**src/rtl/write_operation_ctrl.sv**
```systemverilog
// Write-domain pointer and status control for a dual-clock FIFO.
// Keeps the binary/Gray write pointers, drives the memory write port and
// derives full, almost-full, fill level and a sticky overflow flag from the
// read Gray pointer already synchronized into the write clock domain.
module write_operation_ctrl #(
  parameter int SIZE         = 4,
  parameter int AFULL_THRESH = 12
) (
  input  logic            wclk,
  input  logic            wrst_n,
  input  logic            winc,
  input  logic [SIZE:0]   wq2_rptr,
  input  logic            overflow_clr,
  output logic            wen,
  output logic [SIZE-1:0] waddr,
  output logic [SIZE:0]   wptr,
  output logic            wfull,
  output logic            walmost_full,
  output logic [SIZE:0]   wlevel,
  output logic            woverflow
);

  localparam logic [SIZE:0] ThreshW = (SIZE+1)'(AFULL_THRESH);

  logic [SIZE:0] wbin_q, wbin_d;
  logic [SIZE:0] wptr_q, wptr_d;
  logic          wfull_q, wfull_d;
  logic          wafull_q, wafull_d;
  logic [SIZE:0] wlevel_q, wlevel_d;
  logic          wovf_q, wovf_d;
  logic [SIZE:0] rbin_sync;
  logic [SIZE:0] full_cmp;

  // Writes are only accepted while the registered full flag is low.
  assign wen   = winc & ~wfull_q;
  assign waddr = wbin_q[SIZE-1:0];

  // Convert the synchronized read Gray pointer back to binary: each binary
  // bit is the XOR of all Gray bits from the MSB down to that position.
  always_comb begin
    rbin_sync = '0;
    for (int i = 0; i <= SIZE; i++) begin
      rbin_sync[i] = ^(wq2_rptr >> i);
    end
  end

  // Next pointer values and the status flags they imply.  The level is
  // measured against a stale read pointer, so it can only overstate fill.
  always_comb begin
    wbin_d   = wbin_q + {{SIZE{1'b0}}, wen};
    wptr_d   = (wbin_d >> 1) ^ wbin_d;
    full_cmp = {~wq2_rptr[SIZE:SIZE-1], wq2_rptr[SIZE-2:0]};
    wfull_d  = (wptr_d == full_cmp);
    wlevel_d = wbin_d - rbin_sync;
    wafull_d = (wlevel_d >= ThreshW);
    wovf_d   = (wovf_q & ~overflow_clr) | (winc & wfull_q);
  end

  // State registers; an asserted reset discards everything, including any
  // write being requested at that moment.
  always_ff @(posedge wclk or negedge wrst_n) begin
    if (!wrst_n) begin
      wbin_q   <= '0;
      wptr_q   <= '0;
      wfull_q  <= 1'b0;
      wafull_q <= 1'b0;
      wlevel_q <= '0;
      wovf_q   <= 1'b0;
    end else begin
      wbin_q   <= wbin_d;
      wptr_q   <= wptr_d;
      wfull_q  <= wfull_d;
      wafull_q <= wafull_d;
      wlevel_q <= wlevel_d;
      wovf_q   <= wovf_d;
    end
  end

  assign wptr         = wptr_q;
  assign wfull        = wfull_q;
  assign walmost_full = wafull_q;
  assign wlevel       = wlevel_q;
  assign woverflow    = wovf_q;

endmodule

```
**config.mk**
```make
export PLATFORM = sky130hd
export DESIGN_NAME = write_operation_ctrl
export DESIGN_NICKNAME = d
export VERILOG_FILES = /design/src/rtl/write_operation_ctrl.sv
export SDC_FILE = /design/constraint.sdc
export NUM_CORES = 1
export LEC_CHECK = 0
export CAP_MARGIN = 25
export CORE_UTILIZATION = 46
export DETAILED_ROUTE_END_ITERATION = 12
export GPL_ROUTABILITY_DRIVEN = 1
export PLACE_DENSITY = 0.78
export SKIP_LAST_GASP = 1
export SLEW_MARGIN = 20
export SYNTH_ARGS = -nofsm -noshare
export SYNTH_HDL_FRONTEND = slang
export SYNTH_SLANG_ARGS = --single-unit
export TNS_END_PERCENT = 10
```
**constraint.sdc**
```tcl
create_clock -name wclk -period 2.89 [get_ports wclk]
set_clock_uncertainty 0.1 [all_clocks]
set_input_delay 0.578 -clock wclk [delete_from_list [all_inputs] [get_ports wclk]]
set_output_delay 0.578 -clock wclk [all_outputs]
set_load 0.02 [all_outputs]
```
==> metrics.txt <==
Net Switching=811 uW; clock slew at reported path FFs=0.10 ns; worst hold path stage count=2; worst vdd ir=0.000833 V; crit-path leading delay family=buffers and inverters; DRC=0; final non-filler cell total=154; pwr dens=1380 nW/um2; Synth Area per Inst=11.9 um2; chip height=46.7 um; initial antenna violation count=0; # H-tree levels=1; Met2 Routed Length=956 um; Post-synth EDFFs=0; metal1 wirelength=801 um; Mapped Nets=92; ys flop type=dfrtp_1; CP bufs+invs=2; Placeable Area=1800 um2; CP Max Fanout=2; top-count cell post-synth=dfrtp_1; Startpoint Class=primary input; register area share after synthesis=46.4%; ANT cells=0; RSZ-0062 raised after global routing=yes; clock network power share=6.5%; fill count=115; Die ar.=2180 um2; Detailed Route Iter0 Violations=11; Setup-failing EPs final=0; Async SR Flop Fraction=100%; DP HPWL=1450 um; Crit Path Class=primary input to flip-flop; Site Rows=15; Top Metal Used=met4; Inserted Clock Buffers=3; CTS tree=done; CTS Buffer Depth=2; Yosys warning count=0; drt first pass iters=4; Reg2Reg Depth=8; leakage power=0.646 nW; Worst setup EP type=flip-flop; Antenna Violating Nets Remaining=0; Area growth syn-to-layout=57.7%; Net Sw Frac=40.7%; Rel. slew slack=49.1%; final setup margin=0.0575 ns; Nets=145; Seq cells post-synth=17; Total Power=1.99 mW; Syn Std Cell Area=917 um2; Critical Path Max Stage Delay=0.51 ns; post-synth top area share=46.4%; Crit-path slowest cell=clkdlybuf4s50_1; min Tclk post-route=2.83 ns; measured slew at the worst slew-check pin=0.762 ns; initial core utilization=50.9%; status=finished clean; Vias=738; largest net degree at the start of global routing=18; P_int=1.18 mW; total gr overflow=0; Critical Path RT=3.03 ns; Port Buffers=26; most frequent CP cell=xnor2_4; share of post-route cells with drive strength above 1=27.1%; first-pass GRT wire length=2840 um; WL/cell=12.1 um; fmax=353 MHz; GRT Total Usage=19.3%; Fin. Hold Viols=0; Flop pwr share=21.6%; DP Worst Slack=-0.317 ns; WP depth=10; gp weighted congestion=0.788; die width=46.7 um; Worst-Skew Late Latency=0.29 ns; metal3 WL=86 um; Placed Cells=147; Logic pwr share=72.0%; top post-synthesis cells by count=17 x dfrtp_1, 13 x xnor2_1, 7 x inv_1, 7 x xor2_1, 6 x ha_1; most area-consuming cells after synthesis=dfrtp_1 46%, xnor2_1 12%, ha_1 8.2%; cells after synthesis=77; synth unique cells=26; Arrival @ worst endpoint=2.97 ns; Max Cap Viol=0; Ports=27; DRT Wirelength=1860 um; vias in the first global route=669; Max Slew Vio Count=0; Clock Root Buffer=clkbuf_4; worst path cell trace=clkdlybuf4s50_1 > xnor2_4 > xnor2_4 > xnor2_1 > ha_2 > inv_1 > maj3_2 > or4b_1 > o311ai_1 > a21o_1; clk sinks=17; part of the cycle the worst path needs=98.0%; Post-CTS Hold Fix Bufs=0; post-synth top area cell=dfrtp_1; Via density=4.79; hold crit path type=flip-flop to flip-flop
worst paths after layout:
path                       slack, ns            to        start
max                             0.06  walmost_full  wq2_rptr[2]
min                             0.45     woverflow    woverflow
max reg2reg                     0.47  walmost_full        wfull
min reg2reg                     0.45     woverflow    woverflow
max in group asynchronous       1.59     wlevel[0]       wrst_n
min in group asynchronous       0.62     wlevel[1]       wrst_n
layout make-up:
class                   instances  area, um2  area share [%]
repair buffers                 49        438            30.3
flip-flops and latches         17        425            29.4
clock buffers                   4       26.3            1.82
well taps                      25       31.3            2.16
inverters                       8       30.0            2.08
multi-input cells              51        495            34.3
layer usage:
layer / GRT usage, % / vias up
met5: 0 / -
met4: 8.57 / 0
met3: 3.53 / 2
met2: 32.5 / 29
met1: 23.8 / 341
li1: - / 366
flip-flops by register name (all words and copies together) (netlist names):
| signal | count |
|---|---|
| wlevel | 5 |
| walmost_full | 1 |
| wfull | 1 |
| wptr | 4 |
| woverflow | 1 |
| wbin_q | 5 |
logic make-up after synthesis:
| group | synth area share [%] |
|---|---|
| AOI/OAI and AO/OA | 8.87 |
| xor gates and xnor gates | 25.6 |
| adders and majority gates | 9.41 |
| buffers and inverters | 3.68 |
| DFF | 46.4 |
| and+or+nand+nor | 6.00 |
power groups by stage:
stage               Clock (mW)  Sequential (mW)  Combinational (mW)
detailed placement           0            0.437                1.36
floorplan                    0            0.582               0.622
global placement             0            0.432                1.32
CTS                      0.132            0.431                1.37
global route             0.139            0.443                1.56
finish                   0.129            0.429                1.43
cells in the final DEF, fill, tap and decap left out, drive strengths merged, types with 2 or more instances in the layout:
| master | instances |
|---|---|
| o21ai | 2 |
| nand3 | 3 |
| dlymetal6s2s | 2 |
| ha | 6 |
| buf | 23 |
| xor2 | 7 |
| dfrtp | 17 |
| xnor2 | 16 |
| a21oi | 3 |
| o311ai | 2 |
| clkdlybuf4s50 | 24 |
| inv | 8 |
| clkbuf | 4 |
worst reg2reg max path, cell delays in order, from the launching register on:
cell      delay (ns)
dfrtp_1         0.41
nor2b_2         0.13
ha_1            0.20
ha_1            0.30
xnor2_1         0.17
ha_1            0.25
or4b_1          0.51
o311ai_1        0.11
a21o_1          0.17
what timing repair did:
item                                   in CTS  in global routing
setup endpoints to repair                   1                  2
resized for setup                           1                  6
pin swaps                                   2                  3
buffers inserted                            1                  2
endpoints found under the hold margin       0                  0
per-stage QoR:
step                      cell area, um2  TNS (ns)  hold WS, ns  util, %
after detailed placement            1360    -0.792        0.439     75.3
after global placement              1360    -0.525        0.426     75.3
final                               1450         0        0.447     80.3
after floorplan                      920         0        0.182        -
after global routing                1450   -0.0269        0.487     80.3
after CTS                           1390         0        0.453     77.4
(Power assumes the default switching activity.)
